**src/rtl/mac1d_seq.sv**
```systemverilog
// mac1d_seq: sequenced dot-product engine, y = bias + sum(m[i]*x[i]), i = 0..VEC_LEN-1.
// A single combinational mac1d is reused every beat with the accumulator fed back as its b input.
//
// Ports:
//   clk_in, rst_in        clock, asynchronous active-high reset
//   start_in, bias_in     begin a dot product (sampled in IDLE only); bias captured with start
//   m_in, x_in            weight / data element pair
//   in_valid, in_ready    input pair handshake
//   y_out, y_valid        result and its valid
//   y_ready               downstream accepts y_out
//   busy_out              high whenever the engine is not in IDLE
//
// State table:
//   state   | meaning
//   --------+-----------------------------------------------------------
//   S_IDLE  | waiting for start_in; outputs quiet
//   S_ACCUM | accepting element pairs, one MAC per accepted beat
//   S_DONE  | presenting the result until y_ready

// mac1d: y = b + m*x, all signed fixed point.
// Ports: m_in (Q IW_M.QW_M), x_in (Q IW_X.QW_X), b_in and y_out (Q IW_A.QW_A).
// The product is kept at full precision, aligned with b on a common binary point,
// summed with one guard integer bit, then floored to QW_A fraction bits and
// wrapped to IW_A integer bits.
module mac1d #(
  parameter int IW_M = 4,
  parameter int QW_M = 8,
  parameter int IW_X = 4,
  parameter int QW_X = 8,
  parameter int IW_A = 4,
  parameter int QW_A = 8
) (
  input  logic signed [IW_M+QW_M-1:0] m_in,
  input  logic signed [IW_X+QW_X-1:0] x_in,
  input  logic signed [IW_A+QW_A-1:0] b_in,
  output logic signed [IW_A+QW_A-1:0] y_out
);

  localparam int AW = IW_A + QW_A;
  localparam int PI = IW_M + IW_X;
  localparam int PQ = QW_M + QW_X;
  localparam int PW = PI + PQ;
  localparam int QF = (PQ > QW_A) ? PQ : QW_A;
  localparam int IF = ((PI > IW_A) ? PI : IW_A) + 1;
  localparam int SW = IF + QF;
  localparam int SH_P = QF - PQ;
  localparam int SH_A = QF - QW_A;

  logic signed [PW-1:0] prod;
  logic signed [SW-1:0] prod_al;
  logic signed [SW-1:0] acc_al;
  logic signed [SW-1:0] sum;

  assign prod    = PW'(m_in) * PW'(x_in);
  assign prod_al = SW'(prod) <<< SH_P;
  assign acc_al  = SW'(b_in) <<< SH_A;
  assign sum     = prod_al + acc_al;
  // Arithmetic shift floors the dropped fraction; the width cast then wraps the MSBs.
  assign y_out   = AW'(sum >>> SH_A);

endmodule

module mac1d_seq #(
  parameter int IW_M    = 4,
  parameter int QW_M    = 8,
  parameter int IW_X    = 4,
  parameter int QW_X    = 8,
  parameter int IW_A    = 4,
  parameter int QW_A    = 8,
  parameter int VEC_LEN = 16
) (
  input  logic                        clk_in,
  input  logic                        rst_in,
  input  logic                        start_in,
  input  logic signed [IW_A+QW_A-1:0] bias_in,
  input  logic signed [IW_M+QW_M-1:0] m_in,
  input  logic signed [IW_X+QW_X-1:0] x_in,
  input  logic                        in_valid,
  output logic                        in_ready,
  output logic signed [IW_A+QW_A-1:0] y_out,
  output logic                        y_valid,
  input  logic                        y_ready,
  output logic                        busy_out
);

  localparam int AW = IW_A + QW_A;
  localparam int CW = $clog2(VEC_LEN) + 1;
  localparam logic [CW-1:0] CNT_LAST = CW'(VEC_LEN - 1);

  typedef enum logic [1:0] {
    S_IDLE  = 2'd0,
    S_ACCUM = 2'd1,
    S_DONE  = 2'd2
  } state_t;

  state_t                state_q, state_d;
  logic signed [AW-1:0]  acc_q, acc_d;
  logic [CW-1:0]         cnt_q, cnt_d;
  logic signed [AW-1:0]  mac_y;
  logic                  last_beat;

  mac1d #(
    .IW_M(IW_M), .QW_M(QW_M),
    .IW_X(IW_X), .QW_X(QW_X),
    .IW_A(IW_A), .QW_A(QW_A)
  ) u_mac (
    .m_in (m_in),
    .x_in (x_in),
    .b_in (acc_q),
    .y_out(mac_y)
  );

  assign last_beat = (cnt_q == CNT_LAST);

  // State and datapath registers
  always_ff @(posedge clk_in or posedge rst_in) begin
    if (rst_in) begin
      state_q <= S_IDLE;
      acc_q   <= '0;
      cnt_q   <= '0;
    end else begin
      state_q <= state_d;
      acc_q   <= acc_d;
      cnt_q   <= cnt_d;
    end
  end

  // Next state and next datapath values
  always_comb begin
    state_d = state_q;
    acc_d   = acc_q;
    cnt_d   = cnt_q;
    case (state_q)
      S_IDLE: begin
        if (start_in) begin
          state_d = S_ACCUM;
          acc_d   = bias_in;
          cnt_d   = '0;
        end
      end
      S_ACCUM: begin
        // in_ready is constant 1 here, so in_valid alone marks an accepted beat.
        if (in_valid) begin
          acc_d = mac_y;
          if (last_beat) begin
            state_d = S_DONE;
            cnt_d   = '0;
          end else begin
            cnt_d = cnt_q + CW'(1);
          end
        end
      end
      S_DONE: begin
        if (y_ready) state_d = S_IDLE;
      end
      default: begin
        state_d = S_IDLE;
        acc_d   = '0;
        cnt_d   = '0;
      end
    endcase
  end

  // Outputs decode only the registered state
  always_comb begin
    in_ready = 1'b0;
    y_valid  = 1'b0;
    y_out    = '0;
    busy_out = (state_q != S_IDLE);
    case (state_q)
      S_ACCUM: in_ready = 1'b1;
      S_DONE: begin
        y_valid = 1'b1;
        y_out   = acc_q;
      end
      default: ;
    endcase
  end

endmodule

```
**config.mk**
```make
export PLATFORM = sky130hd
export DESIGN_NAME = mac1d_seq
export DESIGN_NICKNAME = d
export VERILOG_FILES = /design/src/rtl/mac1d_seq.sv
export SDC_FILE = /design/constraint.sdc
export NUM_CORES = 1
export LEC_CHECK = 0
export CAP_MARGIN = 20
export CORE_ASPECT_RATIO = 0.5
export CORE_MARGIN = 5
export CORE_UTILIZATION = 30
export DETAILED_ROUTE_END_ITERATION = 10
export DONT_BUFFER_PORTS = 1
export SLEW_MARGIN = 20
export SYNTH_ARGS = -nofsm -noshare
export SYNTH_HDL_FRONTEND = slang
export SYNTH_SLANG_ARGS = --single-unit
export TNS_END_PERCENT = 5
```
**constraint.sdc**
```tcl
create_clock -name clk_in -period 13.05 [get_ports clk_in]
set_input_delay 1.9575 -clock clk_in [delete_from_list [all_inputs] [get_ports clk_in]]
set_output_delay 1.9575 -clock clk_in [all_outputs]
set_load 0.05 [all_outputs]
```
* Yosys cells after proc, flatten, opt, wreduce, memory -nomap -nowiden
Index checks and enable logic that the tools add are counted.
Cells by class: add/sub/neg operators 2, multiply operators 1, equal/unequal tests 7, muxes and demuxes 15, bitwise gates (word level) 1, reductions and logical operators 4
Operators with widths (count):
- $mux W12 | 3
- $pmux W12 S3 | 1
- $add A20 B20 Y20 | 1
- $mul A12 B12 Y20 | 1
- $mux W5 | 3
- $pmux W5 S3 | 1
- $mux W2 | 4
- $ne A2 B2 Y1 const B | 4
- $pmux W2 S3 | 1
- $add A5 B1 Y5 const B | 1
- $eq A5 B4 Y1 const B | 1
- $reduce_and A4 Y1 | 1
- $reduce_and A3 Y1 | 1
- $eq A2 B1 Y1 const B | 1
- $eq A2 B2 Y1 const B | 1
- $logic_not A2 Y1 | 1
- $mux W1 | 2
- $reduce_bool A2 Y1 | 1
- $not A1 Y1 | 1
Storage, ports and cells: register bits after elaboration 19, output and inout bits 15, logic and storage cells 33

* Logic depth before layout (Yosys ltp)
depth in word-level cells 4, gate-level depth with buffers 21

* Hierarchy
From an unflattened synthesis, not the netlist that was laid out.
Second synthesis, totals: cells, all modules 625, area, all modules 5889.4 sq um
By module, submodules not included:
- mac1d | times used 1, cells an instance 530, area each 4793.3 sq um, seq. area each 0.0 sq um
- mac1d_seq | times used 1, cells an instance 95, area each 1096.1 sq um, seq. area each 475.5 sq um

* Worst setup path before layout
OpenSTA, ideal clock, no wires.
path type input -> register, from in x_in[0], to reg acc_q[8], setup time 0.122 ns, arrival 6.937 ns, required time 12.928 ns, path slack 5.992 ns, cell stages on the path 18, buffers on the path 1, cell sequence clkbuf_1 -> and2_1 -> fa_1 -> inv_1 -> fa_1 -> fa_1 -> inv_1 -> fa_1 -> fa_1 -> ha_1 -> ha_1 -> a21oi_2 -> o41ai_4 -> a41o_2 -> a21o_1 -> a2111oi_4 -> mux2i_1 -> nand2_1
On the way: cells in the longest elaborated chain, start to end 4
Ends and longest elaborated chain:
- start, declared | RTL line 77 | input logic signed [IW_X+QW_X-1:0] x_in,
- $mul A12 B12 Y20 | RTL line 54 | assign prod = PW'(m_in) * PW'(x_in);
- $add A20 B20 Y20 | RTL line 57 | assign sum = prod_al + acc_al;
- $mux W12 | RTL line 143 | if (in_valid) begin
- $pmux W12 S3 | RTL line 133 | case (state_q)
- end signal, assigned | RTL line 119 | acc_q <= '0;
- end signal, assigned | RTL line 123 | acc_q <= acc_d;
- end, declared | RTL line 97 | logic signed [AW-1:0] acc_q, acc_d;
No other way between the ends. The select of a mux whose other input is x is not followed. A chain may end at the register's enable or synchronous reset.

* Worst setup path after layout
from in m_in[11], to reg acc_q[10]
On the way: cells in the longest elaborated chain, start to end 4
Ends and longest elaborated chain:
- start, declared | RTL line 76 | input logic signed [IW_M+QW_M-1:0] m_in,
- $mul A12 B12 Y20 | RTL line 54
- $add A20 B20 Y20 | RTL line 57
- $mux W12 | RTL line 143
- $pmux W12 S3 | RTL line 133
No other way between the ends. The select of a mux whose other input is x is not followed.

==> results.py <==
metrics = {
    "layout": {
        "final_cell_mix": "inv_1, fa_1, nand2_1",
        "syn_to_final_growth_pct": 5.51,
        "drive_gt1_share_pct": 2.43,
        "antenna_cells": 0,
        "final_nets": 832,
        "fillers": 1985,
        "final_common_cell": "inv_1",
        "final_area_um2": 6130,
    },
    "global_route": {
        "grt_pass1_vias": 4191,
        "antenna_found_initial": 0,
        "grt.busiest_layer": "met2",
        "grt_use_total_pct": 11.7,
        "grt_max_degree": 20,
        "grt_pass1_wl_um": 21400,
        "grt_overflow": 0,
        "use_met3_pct": 1.50,
        "use_met2_pct": 21.0,
        "use_met1_pct": 16.0,
    },
    "clock_tree": {
        "clk_pin_slew_ns": 0.05,
        "cts_sinks": 19,
        "ctsResizeCount": 0,
        "cts_buffer_depth": 2,
        "cts_tree": "done",
        "cts_hold_buf": 0,
        "cts_setup_buffers": 0,
        "htree_levels": 1,
        "cts_root_buf": "clkbuf_16",
        "clk_latency_ns": 0.25,
        "cts_made_buffers": 3,
    },
    "detailed_routing": {
        "routed_wl_um": 12500,
        "dr.pass1.iters": 4,
        "vias": 3908,
        "drtAntennaViolNets": 0,
        "viasPerCell": 4.42,
        "wire_per_inst_um": 14.1,
        "drtIter0Drc": 183,
        "drc": 0,
    },
    "synthesis": {
        "async_reset_ff_share_pct": 100,
        "synth_nets": 852,
        "synth_edf_count": 0,
        "yosysSeqAreaShare_pct": 8.18,
        "ys_warn_count": 0,
        "synth.cell_area_um2": 5810,
        "synth_cell_type_count": 44,
        "avgSynthCellArea_um2": 9.09,
        "synth_ff_type": "dfrtp_1",
        "synthCells": 639,
        "ys_seq_elements": 19,
    },
    "worst_setup_path": {
        "worst_setup_path_start_kind": "input pin",
        "slowest_delay_ns": 0.74,
        "cp_slowest_cell": "fa_1",
        "crit_arrival_ns": 6.94,
        "critPathKind": "input pin to flip-flop",
        "crit_required_ns": 13.19,
        "critPathTopFamily": "adder cells",
        "worst-path-buf-inv": 2,
        "cp_max_fo": 9,
        "cpMostUsedCell": "fa_1",
        "worstSetupEndpointType": "flip-flop",
        "cp_cell_sequence": "and2_1 > inv_1 > fa_1 > fa_1 > inv_1 > fa_1 > fa_1 > fa_1 > ha_1 > ha_1 > and4_1 > a221o_1 > a31oi_4 > o21bai_2 > xnor2_1 > a222oi_1",
    },
    "min_path": {
        "hold_path.class": "flip-flop to flip-flop",
    },
    "placed_design": {
        "post_dp_cell_area_um2": 6050,
        "hpwl_um": 11100,
        "place_congestion": 0.837,
        "numPortBuffers": 0,
    },
    "floorplan": {
        "die_y_um": 108,
        "row_count": 36,
        "die-area_um2": 22400,
        "die_x_um": 207,
        "pin_count": 56,
        "core_um2": 19200,
        "start_util_pct": 30.2,
    },
    "sta": {
        "setup_viol_count_final": 0,
        "timing.fmax_mhz": 147,
        "tightestPinTransition_ns": 0.931,
        "fin_crit_sh_pct": 52.1,
        "tns_ns": 0,
        "rsz0062_at_grt": "no",
        "period_needed_ns": 6.79,
        "slew_viol_final": 0,
        "skew_ns": 0.00415,
        "relSlewSlack_pct": 37.7,
        "hold_violations": 0,
    },
    "run_status": {
        "status": "finished, final reports clean",
    },
    "job": {
        "cap_violations": 0,
    },
}
## Yosys cell counts (2+ instances only)
| library cell | count | area (µm²) |
|---|---|---|
| dfrtp_1 | 19 | 475 |
| nor2_1 | 15 | 56.3 |
| and3_1 | 2 | 12.5 |
| and2_1 | 62 | 388 |
| xor2_1 | 7 | 61.3 |
| nand2b_1 | 6 | 37.5 |
| nand3_1 | 6 | 30.0 |
| a21oi_1 | 12 | 60.1 |
| a21o_1 | 6 | 45.0 |
| xnor2_1 | 24 | 210 |
| o21a_1 | 2 | 15.0 |
| nor3_1 | 4 | 20.0 |
| clkbuf_1 | 25 | 93.8 |
| mux2_2 | 3 | 33.8 |
| o21ai_0 | 9 | 45.0 |
| a21oi_2 | 2 | 17.5 |
| nand2_1 | 98 | 368 |
| inv_1 | 141 | 529 |
| fa_1 | 122 | 2440 |
| ha_1 | 50 | 626 |
## worst paths after layout
path	cells past startpoint	end	start	slack, ns
worst max-delay path	16	acc_q[10]	m_in[11]	6.26
worst min-delay path	1	cnt_q[3]	cnt_q[3]	0.50
worst max register to register	15	acc_q[6]	acc_q[0]	8.24
worst min register to register	1	cnt_q[3]	cnt_q[3]	0.50
max in group asynchronous	1	acc_q[11]	rst_in	10.85
min in group asynchronous	1	acc_q[3]	rst_in	1.72
## sequential cells by signal (all words and copies together) (netlist names)
name     count
acc_q       12
state_q      2
cnt_q        5
## metal layers
layer  part of all wire, %  wire (µm)
met2                    51       6410
met1                    45       5580
met3                   3.6        443
met4                  0.22         27
met5                     0          0
## per-stage QoR
stage               setup slack, ns  instances  util, %  hold WS (ns)
floorplan                      5.99        639        -         0.452
global placement               6.05        880     31.5         0.482
detailed placement             5.98        880     31.5         0.480
CTS                            6.22        884     31.9         0.489
global route                   6.03        884     31.9         0.509
finish                         6.26        884     31.9         0.498
## worst reg2reg max path, cell delays in order, from the launching register on
cell	delay, ns
dfrtp_1	0.35
inv_1	0.09
fa_1	0.51
fa_1	0.51
inv_1	0.05
fa_1	0.55
fa_1	0.42
ha_1	0.31
ha_1	0.36
inv_2	0.06
o41ai_4	0.43
a41o_2	0.32
a21o_1	0.25
a21oi_1	0.12
xor2_1	0.22
o221ai_1	0.13
## cell type report
class | count | area (µm²) | area share, %
Clock buffer | 4 | 78.8 | 1.29
Inverter | 143 | 537 | 8.76
Multi-Input combinational cell | 452 | 4710 | 76.8
Sequential cell | 19 | 475 | 7.76
Tap cell | 266 | 333 | 5.43
## cells by family (layout without fill, tap and decap cells)
logic type	count (synthesis)	count (layout)	share of synthesized area [%]
xor+xnor	31	31	4.67
flops	19	19	8.18
simple gates	195	195	16.0
buf+inv	168	147	10.9
compound gates	50	50	6.78
fa+ha+maj	172	172	52.8
mux	4	4	0.754
Power is not shown: default switching activity piles up to over one toggle a cycle in this logic, so the estimate is an artifact.
